$ cat src/rtl/tdm_pkg.sv
// Shared types and constants for the TDM receive demultiplexer.
// The optional 16-bit frame counter is enabled by TDM_DEMUX_FRAME_CNT_EN.
package tdm_pkg;

    typedef enum logic {
        HUNT  = 1'b0,
        TRACK = 1'b1
    } tdm_state_e;

    localparam int FRAME_CNT_W = 16;

    // A slot index needs at least one bit even for the smallest legal frame.
    function automatic int tdm_slot_w(input int num_ch);
        if (num_ch <= 2) begin
            return 1;
        end else begin
            return $clog2(num_ch);
        end
    endfunction

endpackage

$ cat src/rtl/tdm_slot_decoder.sv
// Combinational slot-index to one-hot channel enable decoder.
// Produces all zeros when the index is not qualified or names no channel.
module tdm_slot_decoder #(
    parameter int NUM_CH = 4,
    parameter int SLOT_W = 2
) (
    input  logic [SLOT_W-1:0] slot,
    input  logic              valid,
    output logic [NUM_CH-1:0] onehot
);

    // One enable bit per channel, only when the index is qualified
    always_comb begin
        onehot = '0;
        for (int i = 0; i < NUM_CH; i++) begin
            onehot[i] = valid && (slot == SLOT_W'(i));
        end
    end

endmodule

$ cat src/rtl/tdm_demux.sv
// 1-to-NUM_CH TDM demultiplexer with frame tracking and sync checking.
// Define TDM_DEMUX_FRAME_CNT_EN to add the 16-bit frame_cnt output.
module tdm_demux
    import tdm_pkg::*;
#(
    parameter int NUM_CH = 4,
    parameter int DATA_W = 8
) (
    input  logic                     clk,
    input  logic                     rst_n,
    input  logic [DATA_W-1:0]        in_data,
    input  logic                     in_valid,
    input  logic                     frame_sync,
    output logic [NUM_CH*DATA_W-1:0] out_data,
    output logic [NUM_CH-1:0]        out_valid,
    output logic                     frame_done,
    output logic                     sync_err
`ifdef TDM_DEMUX_FRAME_CNT_EN
    ,
    output logic [FRAME_CNT_W-1:0]   frame_cnt
`endif
);

    localparam int SLOT_W = tdm_slot_w(NUM_CH);
    localparam logic [SLOT_W-1:0] LAST_SLOT = SLOT_W'(NUM_CH - 1);
    localparam logic [SLOT_W-1:0] SLOT_ONE  = SLOT_W'(1);

    tdm_state_e                state_r;
    tdm_state_e                state_nxt_s;
    logic [SLOT_W-1:0]         slot_r;
    logic [SLOT_W-1:0]         slot_nxt_s;
    logic [SLOT_W-1:0]         dst_slot_s;
    logic                      deliver_s;
    logic                      sync_err_s;
    logic                      frame_done_s;
    logic [NUM_CH-1:0]         we_s;
    logic [NUM_CH*DATA_W-1:0]  out_data_r;
    logic [NUM_CH-1:0]         out_valid_r;
    logic                      frame_done_r;
    logic                      sync_err_r;

    // Framing decisions for the current sample
    always_comb begin
        state_nxt_s  = state_r;
        slot_nxt_s   = slot_r;
        dst_slot_s   = '0;
        deliver_s    = 1'b0;
        sync_err_s   = 1'b0;
        frame_done_s = 1'b0;
        if (in_valid) begin
            case (state_r)
                HUNT: begin
                    if (frame_sync) begin
                        deliver_s   = 1'b1;
                        slot_nxt_s  = SLOT_ONE;
                        state_nxt_s = TRACK;
                    end else begin
                        state_nxt_s = HUNT;
                    end
                end
                TRACK: begin
                    if (frame_sync) begin
                        // A sync in the middle of a frame abandons it and restarts at ch0
                        sync_err_s = (slot_r != '0);
                        deliver_s  = 1'b1;
                        slot_nxt_s = SLOT_ONE;
                    end else if (slot_r == '0) begin
                        sync_err_s  = 1'b1;
                        slot_nxt_s  = '0;
                        state_nxt_s = HUNT;
                    end else begin
                        deliver_s  = 1'b1;
                        dst_slot_s = slot_r;
                        if (slot_r == LAST_SLOT) begin
                            frame_done_s = 1'b1;
                            slot_nxt_s   = '0;
                        end else begin
                            slot_nxt_s = slot_r + SLOT_ONE;
                        end
                    end
                end
                default: begin
                    state_nxt_s = HUNT;
                    slot_nxt_s  = '0;
                end
            endcase
        end else begin
            state_nxt_s = state_r;
        end
    end

    tdm_slot_decoder #(
        .NUM_CH (NUM_CH),
        .SLOT_W (SLOT_W)
    ) u_slot_decoder (
        .slot   (dst_slot_s),
        .valid  (deliver_s),
        .onehot (we_s)
    );

    // State, slot counter and registered outputs
    always_ff @(posedge clk) begin
        if (!rst_n) begin
            state_r      <= HUNT;
            slot_r       <= '0;
            out_data_r   <= '0;
            out_valid_r  <= '0;
            frame_done_r <= 1'b0;
            sync_err_r   <= 1'b0;
        end else begin
            state_r      <= state_nxt_s;
            slot_r       <= slot_nxt_s;
            out_valid_r  <= we_s;
            frame_done_r <= frame_done_s;
            sync_err_r   <= sync_err_s;
            for (int i = 0; i < NUM_CH; i++) begin
                if (we_s[i]) begin
                    out_data_r[i*DATA_W +: DATA_W] <= in_data;
                end
            end
        end
    end

    assign out_data   = out_data_r;
    assign out_valid  = out_valid_r;
    assign frame_done = frame_done_r;
    assign sync_err   = sync_err_r;

`ifdef TDM_DEMUX_FRAME_CNT_EN
    logic [FRAME_CNT_W-1:0] frame_cnt_r;

    // Completed-frame counter, wraps naturally at its width
    always_ff @(posedge clk) begin
        if (!rst_n) begin
            frame_cnt_r <= '0;
        end else if (frame_done_s) begin
            frame_cnt_r <= frame_cnt_r + FRAME_CNT_W'(1);
        end else begin
            frame_cnt_r <= frame_cnt_r;
        end
    end

    assign frame_cnt = frame_cnt_r;
`endif

endmodule
$ cat config.mk
export PLATFORM = sky130hd
export DESIGN_NAME = tdm_demux
export DESIGN_NICKNAME = d
export VERILOG_FILES = /design/src/rtl/tdm_pkg.sv /design/src/rtl/tdm_slot_decoder.sv /design/src/rtl/tdm_demux.sv
export SDC_FILE = /design/constraint.sdc
export NUM_CORES = 1
export LEC_CHECK = 0
export CORE_AREA = 4 4 64 66
export CTS_CLUSTER_SIZE = 28
export DETAILED_ROUTE_END_ITERATION = 7
export DIE_AREA = 0 0 68 70
export PLACE_DENSITY = 0.81
export SETUP_SLACK_MARGIN = 0.3
export SYNTH_ARGS = -nofsm -noshare
export SYNTH_HDL_FRONTEND = slang
export SYNTH_HIERARCHICAL = 1
export SYNTH_SLANG_ARGS = --single-unit
$ cat constraint.sdc
create_clock -name clk -period 5.6 [get_ports clk]
set_clock_uncertainty 0.1 [all_clocks]
set_input_delay 0.84 -clock clk [delete_from_list [all_inputs] [get_ports clk]]
set_output_delay 0.84 -clock clk [all_outputs]
set_load 0.02 [all_outputs]
==> impl_metrics.json, run 1 <==
{
  "post-route-min-period_ps": 2970,
  "ctsHoldBuffers": 0,
  "syn_inst": 142,
  "endpoint_kind": "flop",
  "hp-start": "out_data[25]",
  "routed_wl_um": 3290,
  "synth_nets": 158,
  "cts-buffers-inserted": 5,
  "hpwl_um": 2390,
  "fin_ws_ps": 2630,
  "htree_levels": 2,
  "period_share_pct": 53.1,
  "design.core.area_um2": 3580,
  "place_ws_ps": 2240,
  "clock_path_buffers": 2,
  "layout-area-overhead-vs-synth_pct": 36.4,
  "finalSetupViolCount": 0,
  "ys_warn_count": 6,
  "r2r_start": "slot_r[0]",
  "dieArea_um2": 4760,
  "drc": 0,
  "drive_above_1_share_pct": 7.85,
  "cap_violations": 0,
  "synth_compound_area_share_pct": 3.63,
  "synthSimpleGateAreaFrac_pct": 14.8,
  "ys_ff_latch": 41,
  "wl_per_cell_um": 13.8,
  "power_uw": 527,
  "start_kind": "input port",
  "grt_pass1_wl_um": 5350,
  "synth-adder-area-share_pct": 3.23,
  "max_freq_mhz": 337,
  "netlist_area_um2": 1550,
  "postRouteAntennaNets": 0,
  "hold_viol_final": 0,
  "first_pass_iters": 4,
  "ys_seq_area_share_pct": 52.9,
  "die_h_um": 70,
  "antenna_found_initial": 0,
  "worst_ep_required_time_ps": 5720,
  "crit_fanout": 9,
  "routabilityCongestion": 0.774,
  "port_buffers": 49,
  "crit_arrival_ps": 3090,
  "grt_max_degree": 36,
  "cts_resized": 0,
  "synth_top_family_by_area": "multiplexers",
  "clkSinkCount": 41,
  "initial_utilization_pct": 43.3,
  "fin_cells": 239,
  "insertion_delay_ps": 340,
  "finalMaxSlewViolations": 0,
  "hp-class": "flop to flop",
  "nets": 207,
  "yosys.area_share.xor_xnor_pct": 0,
  "rows": 22,
  "cts_tree": "done",
  "p_leak_uw": 0.000759,
  "placed_area_um2": 2040,
  "peakVddDrop_uv": 161,
  "gr-usage-all-layers_pct": 15.2,
  "clkSlewWorstSetupHoldPaths_ps": 110,
  "run_status": "finished clean",
  "fin_area_um2": 2110,
  "die_w_um": 68,
  "tightest_slew_ps": 840,
  "grt_setup_unrepaired": "false",
  "vias": 1143,
  "n_antenna_cell": 0,
  "place_inst": 232,
  "ios": 50,
  "ys_types": 23,
  "power_density_nw_per_um2": 249,
  "postCtsSetupRepairBufs": 0,
  "synth_area_per_cell_um2": 10.9,
  "ctsRootBufferMaster": "clkbuf_4",
  "nFillCells": 299,
  "crit_start": "frame_sync",
  "viasPerCell": 4.78,
  "path_class": "input port to flop",
  "synth.area.mux_share_pct": 20.7,
  "max-slew-margin-rel_pct": 43.7,
  "first_iter_violations": 30,
  "grt-ovfl-total": 0,
  "tns_ps": 0,
  "first_global_vias": 1134
}
==> Yosys cell counts <==
cell,count,area [um^2]
a21boi_0,1,7.51
a21oi_1,1,5.00
a311oi_1,1,8.76
and2_2,4,30.0
and3_2,1,7.51
and3b_1,2,17.5
buf_2,2,10.0
buf_4,2,15.0
buf_6,3,33.8
dfxtp_1,41,821
ha_1,4,50.1
inv_1,3,11.3
inv_2,1,3.75
mux2i_1,32,320
nand2_1,3,11.3
nand3b_1,1,7.51
nor2_1,32,120
nor3_1,2,10.0
nor3b_2,1,12.5
nor4_1,2,12.5
o21a_1,1,7.51
o221a_1,1,11.3
o32ai_2,1,16.3
==> flip-flops by register name, summed over array words and instances, names as in the netlist <==
signal / count
slot_r: 2
out_data: 32
state_r: 1
sync_err: 1
out_valid: 4
frame_done: 1
==> logic make-up (layout without fill, tap and decap cells) <==
logic type      Yosys count  in the layout
compound gates            6              6
fa+ha+maj                 4              4
buf+inv                  11             60
flops                    41             41
mux                      32             32
simple gates             48             48
==> metal layers <==
layer / track usage (%) / vias up / share of wire [%]
met5: 0 / - / 0
met4: 4.64 / 0 / 1.6
met3: 9.00 / 7 / 8.7
met2: 23.0 / 39 / 46
met1: 17.8 / 518 / 43
li1: - / 579 / -
==> metrics by stage <==
step | util, % | hold WS [ps]
CTS | 59.1 | 411
detailed placement | 57.1 | 383
global route | 59.1 | 442
global placement | 57.1 | 373
finish | 59.1 | 405
floorplan | - | 408
==> layout by cell type (no fill, tap or decap), types with 2 or more instances in the layout <==
cell,instances
and2_2,4
clkbuf_4,5
nor3_1,2
and3b_1,2
nand2_1,3
ha_1,4
clkdlybuf4s50_1,49
inv_1,3
nor4_1,2
mux2i_1,32
dfxtp_1,41
nor2_1,32
==> report_power, final <==
| part | leakage (uW) | switching (uW) | total (uW) | internal (uW) |
|---|---|---|---|---|
| Clock | 0.0000410 | 89.5 | 180 | 90.9 |
| Sequential | 0.000332 | 3.62 | 300 | 297 |
| Combinational | 0.000386 | 23.8 | 45.7 | 21.9 |
| Total | 0.000759 | 117 | 527 | 410 |
==> worst paths after layout <==
path | endpoint | cells past startpoint | slack, ps
worst min-delay path | out_data[25] | 2 | 400
worst max register to register | out_data[1] | 7 | 3010
worst max-delay path | out_data[1] | 7 | 2630
worst min register to register | out_data[25] | 2 | 400
==> worst max-delay path, stage by stage <==
cell and delay, ps:
clkdlybuf4s50_1 560, inv_1 70, ha_1 220, a21boi_0 310, nor3b_2 760, mux2i_1 270, nor2_1 50
==> final cells by class <==
type	count	area (um^2)	share of cell area (%)
clock buffer	5	37.5	1.78
clock inverter	2	35.0	1.66
inverter	4	15.0	0.710
multi-input combinational	90	656	31.0
sequential	41	821	38.8
tap	48	60.1	2.84
timing repair buffer	49	490	23.2
Power figures use the tool's default switching activity.
==> inputs of run 2 (changes only) <==
==> constraint.sdc (replaced) <==
create_clock -name clk -period 2.8 [get_ports clk]
set_clock_uncertainty 0.1 [all_clocks]
set_input_delay 0.42 -clock clk [delete_from_list [all_inputs] [get_ports clk]]
set_output_delay 0.42 -clock clk [all_outputs]
set_load 0.02 [all_outputs]
==> run 2 against run 1 <==
Worst setup slack worse by 2100 ps; sequential share of layout area is 1.2 points lower; clock power grew 120%; non-clock buffer count up 6; first-iteration DRC count down 20%; sequential cell count stayed put; die area is the same; largest cell class unchanged.
==> impl_metrics.json, run 2 (synthesis gave the netlist of run 1 again) <==
{
  "die_w_um": 68,
  "n_antenna_cell": 0,
  "ctsRootBufferMaster": "clkbuf_4",
  "start_kind": "flop",
  "hold_viol_final": 0,
  "max_freq_mhz": 441,
  "viasPerCell": 4.85,
  "p_leak_uw": 0.000798,
  "crit_arrival_ps": 2390,
  "grt_pass1_wl_um": 5890,
  "routabilityCongestion": 0.783,
  "layout-area-overhead-vs-synth_pct": 40.9,
  "cts_resized": 0,
  "layout_commonest_cell": "clkdlybuf4s50_1",
  "peakVddDrop_uv": 389,
  "nets": 213,
  "first_iter_violations": 24,
  "crit_fanout": 6,
  "routed_wl_um": 3510,
  "rows": 22,
  "clock_path_buffers": 2,
  "largest_reg_flops": 32,
  "clkSlewWorstSetupHoldPaths_ps": 110,
  "drive_above_1_share_pct": 10.6,
  "first_global_vias": 1247,
  "top_usage_layer": "met2",
  "ctsHoldBuffers": 0,
  "initial_utilization_pct": 43.3,
  "grt_use_met3_pct": 8.04,
  "tns_ps": 0,
  "hp-class": "flop to flop",
  "grt-ovfl-total": 0,
  "cts_tree": "done",
  "postRouteAntennaNets": 0,
  "period_share_pct": 81.0,
  "nFillCells": 317,
  "final_cell_mix": "clkdlybuf4s50_1 (49), dfxtp_1 (41), mux2i_1 (32), nor2_1 (32)",
  "port_buffers": 49,
  "post-route-min-period_ps": 2270,
  "path_class": "flop to flop",
  "run_status": "finished clean",
  "max-slew-margin-rel_pct": 61.4,
  "htree_levels": 2,
  "vias": 1192,
  "endpoint_kind": "flop",
  "antenna_found_initial": 0,
  "finalMaxSlewViolations": 0,
  "wl_per_cell_um": 14.3,
  "tightest_slew_ps": 573,
  "grt_max_degree": 36,
  "insertion_delay_ps": 350,
  "gr-usage-all-layers_pct": 16.2,
  "cap_violations": 0,
  "postCtsSetupRepairBufs": 0,
  "power_density_nw_per_um2": 500,
  "grt_setup_unrepaired": "false",
  "worst_ep_required_time_ps": 2920,
  "use_met1_pct": 20.5,
  "die_h_um": 70,
  "ios": 50,
  "clkSinkCount": 41,
  "hpwl_um": 2610,
  "dieArea_um2": 4760,
  "drc": 0,
  "grt_use_met2_pct": 24.0,
  "first_pass_iters": 4,
  "cts-buffers-inserted": 5,
  "final_core_util_pct": 61.0,
  "finalSetupViolCount": 0,
  "design.core.area_um2": 3580
}
run 2: changes by cell type in the layout (fill, tap and decap cells not counted):
cell	change
buf_4	+5
buf_12	+1
clkbuf_1	+1
clkbuf_8	+1
clkinv_2	-1
run 2: final cells by class:
| type | count | area (um^2) | area share, % |
|---|---|---|---|
| clock inverters | 1 | 30.0 | 1.37 |
| clock buffers | 7 | 55.1 | 2.52 |
| multi-input cells | 90 | 656 | 30.0 |
| well taps | 48 | 60.1 | 2.75 |
| inverters | 4 | 15.0 | 0.687 |
| repair buffers | 55 | 548 | 25.1 |
| flip-flops and latches | 41 | 821 | 37.6 |
run 2: final timing paths:
| path | cells after the start | endpoint | slack [ps] | start |
|---|---|---|---|---|
| setup / recovery | 8 | out_data[23] | 530 | slot_r[1] |
| hold / removal | 2 | out_data[10] | 400 | out_data[10] |
| setup reg to reg | 8 | out_data[23] | 530 | slot_r[1] |
| hold reg to reg | 2 | out_data[10] | 400 | out_data[10] |
run 2: where the power goes:
part           leakage [uW]  total (uW)  switching [uW]  internal (uW)
combinational      0.000421        95.9            49.6           46.3
sequential         0.000332         600            6.87            594
clock             0.0000455         396             183            213
total              0.000798        1090             239            853
run 2: metrics by stage:
step	total power (uW)	cells	worst slack (ps)	hold slack, ps	area [um^2]
after floorplan	663	142	880	408	1550
after CTS	1100	246	525	410	2180
after global routing	1150	246	300	433	2180
after detailed placement	710	238	165	382	2100
final	1090	246	532	403	2180
after global placement	705	238	281	373	2100
run 2: worst max-delay path: stages, from the launching register on:
cell,delay [ps]
dfxtp_1,390
inv_1,100
ha_1,240
ha_1,210
a21boi_0,310
and3b_1,370
buf_12,160
mux2i_1,190
nor2_1,50
run 2: layer usage:
layer | vias up | part of all wire (%)
li1 | 586 | -
met2 | 45 | 48
met1 | 556 | 42
met3 | 5 | 8.8
met4 | 0 | 1.5
met5 | - | 0
